--- config.mk ---
export PLATFORM = sky130hd
export DESIGN_NAME = stall_ctrl
export DESIGN_NICKNAME = d
export VERILOG_FILES = /design/src/rtl/stall_ctrl_pkg.sv /design/src/rtl/stall_perf_counter.sv /design/src/rtl/stall_ctrl.sv
export SDC_FILE = /design/constraint.sdc
export NUM_CORES = 1
export LEC_CHECK = 0
export ABC_AREA = 1
export BUFFER_PORTS_ARGS = -buffer_cell sky130_fd_sc_hd__buf_2
export CORE_ASPECT_RATIO = 0.75
export CORE_MARGIN = 4
export CORE_UTILIZATION = 40
export CTS_CLUSTER_DIAMETER = 80
export CTS_CLUSTER_SIZE = 28
export DETAILED_ROUTE_END_ITERATION = 8
export MAX_ROUTING_LAYER = met4
export RECOVER_POWER = 50
export SYNTH_ARGS = -nofsm -noshare
export SYNTH_HDL_FRONTEND = slang
export SYNTH_SLANG_ARGS = --single-unit
export TNS_END_PERCENT = 30
--- constraint.sdc ---
create_clock -name clk -period 1.8 [get_ports clk]
set_input_delay 0.45 -clock clk [delete_from_list [all_inputs] [get_ports clk]]
set_output_delay 0.45 -clock clk [all_outputs]
set_load 0.1 [all_outputs]
--- src/rtl/stall_ctrl_pkg.sv ---
// Shared encodings for the pipeline stall controller: pause vector codes,
// FSM state encodings and counter reset value.
package stall_ctrl_pkg;

  localparam int PAUSE_LENGTH = 2;

  // bit1 = rt, bit0 = rs
  localparam logic [PAUSE_LENGTH-1:0] PAUSE_NO   = 2'b00;
  localparam logic [PAUSE_LENGTH-1:0] PAUSE_RS   = 2'b01;
  localparam logic [PAUSE_LENGTH-1:0] PAUSE_RT   = 2'b10;
  localparam logic [PAUSE_LENGTH-1:0] PAUSE_BOTH = 2'b11;

  typedef enum logic [1:0] {
    ST_RUN   = 2'b00,
    ST_STALL = 2'b01,
    ST_FLUSH = 2'b10
  } state_t;

  localparam logic [31:0] INIT_32 = 32'd0;

endpackage

--- src/rtl/stall_perf_counter.sv ---
// Stall statistics: saturating consecutive-stall length, wrapping total
// stall count and a sticky over-long-stall flag, all advanced by en.
module stall_perf_counter
  import stall_ctrl_pkg::*;
#(
  parameter int PERF_W    = 32,
  parameter int MAX_STALL = 3
) (
  input  logic              clk,
  input  logic              rst,
  input  logic              en,
  output logic [1:0]        stall_cnt,
  output logic [PERF_W-1:0] stall_total,
  output logic              stall_err
);

  localparam logic [1:0] CNT_SAT = 2'd3;
  localparam logic [1:0] CNT_MAX = 2'(MAX_STALL);

  always_ff @(posedge clk) begin
    if (!rst) begin
      stall_cnt   <= 2'd0;
      stall_total <= PERF_W'(INIT_32);
      stall_err   <= 1'b0;
    end else if (en) begin
      if (stall_cnt != CNT_SAT) begin
        stall_cnt <= stall_cnt + 2'd1;
      end
      stall_total <= stall_total + PERF_W'(1);
      // a stall edge arriving with the count already at the bound is one too many
      if (stall_cnt == CNT_MAX) begin
        stall_err <= 1'b1;
      end
    end else begin
      stall_cnt <= 2'd0;
    end
  end

endmodule

--- src/rtl/stall_ctrl.sv ---
// Pipeline stall/flush controller: freezes PC and IF/ID on a decode hazard,
// bubbles ID/EX, flushes on taken branch and reports stall statistics.
//
// state    | meaning
// ST_RUN   | normal issue
// ST_STALL | hazard hold in progress
// ST_FLUSH | wrong-path instruction discarded this cycle
module stall_ctrl
  import stall_ctrl_pkg::*;
#(
  parameter int MAX_STALL = 3,
  parameter int PERF_W    = 32,
  parameter int ADDR_W    = 5
) (
  input  logic                    clk,
  input  logic                    rst,
  input  logic [PAUSE_LENGTH-1:0] pause,
  input  logic                    id_valid,
  input  logic                    id_reg_we,
  input  logic [ADDR_W-1:0]       id_dest_addr,
  input  logic                    ex_branch_taken,
  output logic                    pc_hold,
  output logic                    ifid_hold,
  output logic                    ifid_flush,
  output logic                    idex_bubble,
  output logic [ADDR_W-1:0]       collision_addr,
  output logic [1:0]              stall_cnt,
  output logic [PERF_W-1:0]       stall_total,
  output logic                    stall_err
);

  state_t state, state_nxt;
  logic   stall_req;
  logic   flush;
  logic   cnt_en;

  assign stall_req = id_valid & (pause != PAUSE_NO);
  assign flush     = ex_branch_taken;
  assign cnt_en    = stall_req & ~flush;

  always_ff @(posedge clk) begin
    if (!rst) begin
      state <= ST_RUN;
    end else begin
      state <= state_nxt;
    end
  end

  always_comb begin
    state_nxt = ST_RUN;
    case (state)
      ST_RUN, ST_STALL: begin
        if (flush) begin
          state_nxt = ST_FLUSH;
        end else if (cnt_en) begin
          state_nxt = ST_STALL;
        end else begin
          state_nxt = ST_RUN;
        end
      end
      // a flush never hands over directly to a stall; RUN re-evaluates first
      ST_FLUSH: state_nxt = flush ? ST_FLUSH : ST_RUN;
      default:  state_nxt = ST_RUN;
    endcase
  end

  // Outputs follow the inputs in the same cycle because pause is combinational.
  always_comb begin
    pc_hold        = 1'b0;
    ifid_hold      = 1'b0;
    ifid_flush     = 1'b0;
    idex_bubble    = 1'b0;
    collision_addr = '0;
    if (!rst) begin
      ifid_flush  = 1'b1;
      idex_bubble = 1'b1;
    end else if (flush) begin
      ifid_flush  = 1'b1;
      idex_bubble = 1'b1;
    end else if (stall_req) begin
      pc_hold     = 1'b1;
      ifid_hold   = 1'b1;
      idex_bubble = 1'b1;
    end else if (id_valid && id_reg_we) begin
      collision_addr = id_dest_addr;
    end
  end

  stall_perf_counter #(
    .PERF_W    (PERF_W),
    .MAX_STALL (MAX_STALL)
  ) u_perf (
    .clk         (clk),
    .rst         (rst),
    .en          (cnt_en),
    .stall_cnt   (stall_cnt),
    .stall_total (stall_total),
    .stall_err   (stall_err)
  );

endmodule
Word level (Yosys, flattened, before mapping)
Cells that the tools add are included.
{ "totals": {"ff_bits": 35} }
{ "op_classes": {"n_reduce_logical": 4, "mux": 11, "n_bitwise": 3, "eq_ne": 2, "addsub": 2} }
{ "ops": {"columns": ["operator", "n"], "rows": [
  ["32-bit by 1-bit adder with 32-bit output (second input constant)", 1],
  ["5-bit two-way mux", 4],
  ["1-bit two-way mux", 7],
  ["2-bit AND reduction", 2],
  ["2-bit by 1-bit adder with 2-bit output (second input constant)", 1],
  ["1-bit AND", 2],
  ["2-bit equality test (second input constant)", 1],
  ["2-bit != test (second input constant)", 1],
  ["2-bit nonzero test", 1],
  ["1-bit logical AND", 1],
  ["1-bit inverter", 1]
]} }

Depth between registers and ports, before layout
{ "logic_depth": {"word_depth": 5, "ltp_mapped": 9, "depth_no_buf": 9} }

Cells and area by module
Synthesis repeated with hierarchy kept, for this count alone.
{ "hier_totals": {"hier_cells": 299, "area_unflattened_um2": 1961.9} }
{ "by_module_without_submodules": {"columns": ["mod", "cells_each", "n_inst", "area_per_inst_um2"], "rows": [
  ["stall_perf_counter", 279, 1, 1875.5],
  ["stall_ctrl", 20, 1, 86.3]
]} }

Least setup slack after synthesis
No wires, ideal clock.
{ "synth_path": {"path_type": "input -> output", "startpoint": "input port ex_branch_taken", "endpoint": "output port collision_addr[0]", "t_arrival_ns": 4.565, "slack_ns": -3.215, "cell_stages": 4, "path_cell_list": "inv_1 nand2_1 o21bai_1 nor3b_1"} }
{ "synth_via": {"elab_chain_len": 2} }
{ "synth_lines": {"columns": ["item", "line_no", "rtl"], "rows": [
  ["start, declared", "stall_ctrl.sv:21", "input logic ex_branch_taken,"],
  ["5-bit two-way mux", "stall_ctrl.sv:77", "end else if (flush) begin"],
  ["5-bit two-way mux", "stall_ctrl.sv:74", "if (!rst) begin"],
  ["end, declared", "stall_ctrl.sv:26", "output logic [ADDR_W-1:0] collision_addr,"]
]} }
Every way passes these cells.

Final worst setup path
{ "layout_path": {"startpoint": "input port ex_branch_taken", "endpoint": "output port collision_addr[3]"} }
The elaborated chain is that of the path after synthesis.

==> reports/results.md <==
## Status
• **status** finished with violations
• **violations in the final reports** setup timing

## Synthesis
• **total standard cell area after synthesis** 0.00202 mm²
• **share of async-settable or async-resettable flops after synthesis** 0
• **xor and xnor area share after synthesis** 0.0173
• **fraction of the mapped netlist area in adder cells** 0.0124
• **number of synthesis warnings** 0
• **Post-Synthesis Cells** 318
• **flop and latch count out of synthesis** 35
• **Area contributors post-synth** sky130_fd_sc_hd__dfxtp_1 35%, sky130_fd_sc_hd__nand2_1 13%, sky130_fd_sc_hd__nor2_1 11%
• **Post-synth EDFFs** 0
• **fraction of synthesized cell area taken by the top area cell type** 0.347
• **Synth Area in Compound Gates** 0.0786
• **Synth Area in Simple Gates** 0.428
• **dominant combinational cell family by area after synthesis** simple AND/OR/NAND/NOR gates
• **ys flop type** sky130_fd_sc_hd__dfxtp_1
• **most area-hungry cell type in the Yosys netlist** sky130_fd_sc_hd__dfxtp_1
• **Post-Synthesis Net Count** 332
• **mean area per synthesized cell** 6.36 µm²
• **mux contribution to synthesized area** 0.00495
• **sequential fraction of the synthesis area** 0.347
• **count of distinct cell types in the synthesized netlist** 28

## STA
• **Worst Max-Slew Pin Slew** 0.776 ns
• **Slew HR** 0.482
• **Tcrit/Tclk final** 1.02
• **worst setup skew after layout** 0.0153 ns
• **final count of hold timing violations** 0
• **Final Slew Violations** 0
• **fin crit period** 1.83 ns
• **summed negative setup slack over all endpoints** -0.134 ns
• **setup repair after global routing missed its margin** yes
• **final setup vio count** 5
• **achievable clock frequency** 546 MHz
• **post-route setup slack** -0.0316 ns

## Worst hold path
• **Hold Path Cell Cnt** 1
• **Hold/Removal Path Class** reg -> reg

## Routing
• **top routing layer used** met4
• **router iterations before antenna repair** 4
• **wire length after detailed routing** 5500 µm
• **routed length on met2** 2290 µm
• **number of antenna-violating nets in the routed design** 0
• **Via-to-Cell Ratio** 4.83
• **DR DRC count** 0
• **post-route met1 wirelength** 2840 µm
• **Via Count** 2162
• **met3 wire length** 331 µm
• **Detailed Route Iter0 Violations** 117
• **Avg WL per Cell** 12.3 µm

## Clock network
• **Clock Path Buffers** 2
• **number of CTS-inserted buffers** 5
• **CTS tree** yes
• **CTS sink count** 35
• **clock transition at the registers of the reported paths** 0.08 ns
• **Post-CTS Setup Repair Bufs** 0
• **maximum level of the CTS H-tree** 2
• **cell chosen for the clock root** sky130_fd_sc_hd__clkbuf_8
• **Skew-Pair Late Insertion Delay** 0.29 ns

## Global routing
• **global-route wire length before repair** 9380 µm
• **number of global-route vias before repair** 1980
• **largest net degree at the start of global routing** 22
• **number of antenna violations at the first check in global routing** 0
• **overall overflow remaining after global route** 0
• **overall track demand over capacity in global routing** 0.186

## Placed design
• **Final GP Congestion** 0.952
• **post-detailed-placement half-perimeter wirelength** 4320 µm
• **total of buffers placed on input and output ports** 55
• **standard cell area after detailed placement** 0.00270 mm²
• **number of cells in the design after placement** 440

## Setup path
• **crit path kind** in -> out
• **kind of start point of the critical path** primary input
• **worst endpoint required time** 1.35 ns
• **critical path endpoint category** output pin
• **cells on worst reg2reg path** 8
• **worst-path maximum fanout** 6
• **data arrival time of the critical path** 1.38 ns

## Floorplanning
• **I/O pin total** 56
• **Die ar.** 0.00627 mm²
• **effective utilization at floorplan** 0.413
• **horizontal extent of the die** 90.1 µm
• **area of the placeable core** 0.00490 mm²
• **Site Rows** 22
• **Die Y-Extent** 69.6 µm

## Cells and area
• **proportion of layout cells with a drive suffix above 1** 0.258
• **nets@finish** 401
• **fill count** 502
• **final cell count without fillers** 448
• **P&R area growth vs syn** 38.2%
• **number of diodes** 0
• **Design Area, Final** 0.00280 mm²

## Power and ir drop
• **Peak supply drop** 0.353 mV
• **Power per Cell Area** 608 mW/mm²
• **leakage power** 0.00128 µW

## Flow run
• **max-cap violations** 0

-- flip-flops by register name, summed over array words and instances (netlist names) --
signal              count
u_perf.stall_err        1
u_perf.stall_cnt        2
u_perf.stall_total     32
-- metal layers --
layer  vias up  track usage
li1       1140            -
met2        42        0.259
met3         2       0.0390
met1       978        0.277
met4         0       0.0374
met5         -            -
-- Yosys cell counts, drive strengths merged (3+ instances only) --
library cell,n
nand2,73
nor2,61
inv,54
dfxtp,35
nand3,22
nand4,13
o21ai,13
a21oi,11
nor3,9
nor3b,7
clkbuf,3
o21bai,3
xor2,3
-- final timing paths --
kind	startpoint	endpoint	slack, ns
max	ex_branch_taken	collision_addr[3]	-0.03
min	u_perf.stall_err$_SDFFE_PN0P_	u_perf.stall_err$_SDFFE_PN0P_	0.48
max reg2reg	u_perf.stall_total[1]$_SDFFE_PN0P_	u_perf.stall_total[14]$_SDFFE_PN0P_	0.19
min reg2reg	u_perf.stall_err$_SDFFE_PN0P_	u_perf.stall_err$_SDFFE_PN0P_	0.48
-- critical path, cell delays in order --
cell and delay, ns:
sky130_fd_sc_hd__buf_6 0.10, sky130_fd_sc_hd__clkinvlp_4 0.10, sky130_fd_sc_hd__nand2_8 0.05, sky130_fd_sc_hd__o21bai_4 0.24
sky130_fd_sc_hd__nor3b_4 0.24, sky130_fd_sc_hd__buf_12 0.20
-- report_power, final --
group / switching [µW] / internal (µW) / total, µW
Combinational: 129 / 67.2 / 197
Sequential: 2.75 / 777 / 780
Clock: 310 / 413 / 722
Total: 442 / 1260 / 1700
-- cell families after synthesis --
family	Yosys count
compound gates	29
buf+inv	59
flops	35
fa+ha+maj	2
xor+xnor	4
mux	1
simple gates	188
-- layout by cell type, fill, tap and decap left out, drive strengths merged, types with 2 or more instances in the layout --
cell type,count
nand3,22
nand3b,2
dfxtp,35
inv,53
nor2,61
o21bai,3
clkinv,2
a21oi,11
nor3,9
nand4,13
nor3b,7
buf,52
clkbuf,20
xor2,3
nand2,73
ha,2
o21ai,13
-- through the flow --
step                setup WS (ns)  total power [µW]  utilization  hold WS [ns]
global route              -0.0698              1760        0.570         0.518
finish                    -0.0316              1700        0.570         0.483
floorplan                  -0.723               926            -         0.620
global placement          -0.0796              1000        0.552         0.466
CTS                       -0.0374              1720        0.577         0.487
detailed placement        -0.0880              1000        0.552         0.468
-- final cells by class --
cell class,count,area [µm²],share of cell area
inverters,54,206,0.0739
repair buffers,67,504,0.180
clock inverters,3,43.8,0.0157
multi-input cells,224,1190,0.424
flip-flops and latches,35,711,0.254
clock buffers,5,68.8,0.0246
well taps,60,75.1,0.0269
-- timing repair --
item | CTS | global route
endpoints found under the setup margin | 8 | 8
hold buffers | 0 | 0
pin swaps | 6 | 1
resized for setup | 3 | 2
Power figures use the tool's default switching activity.
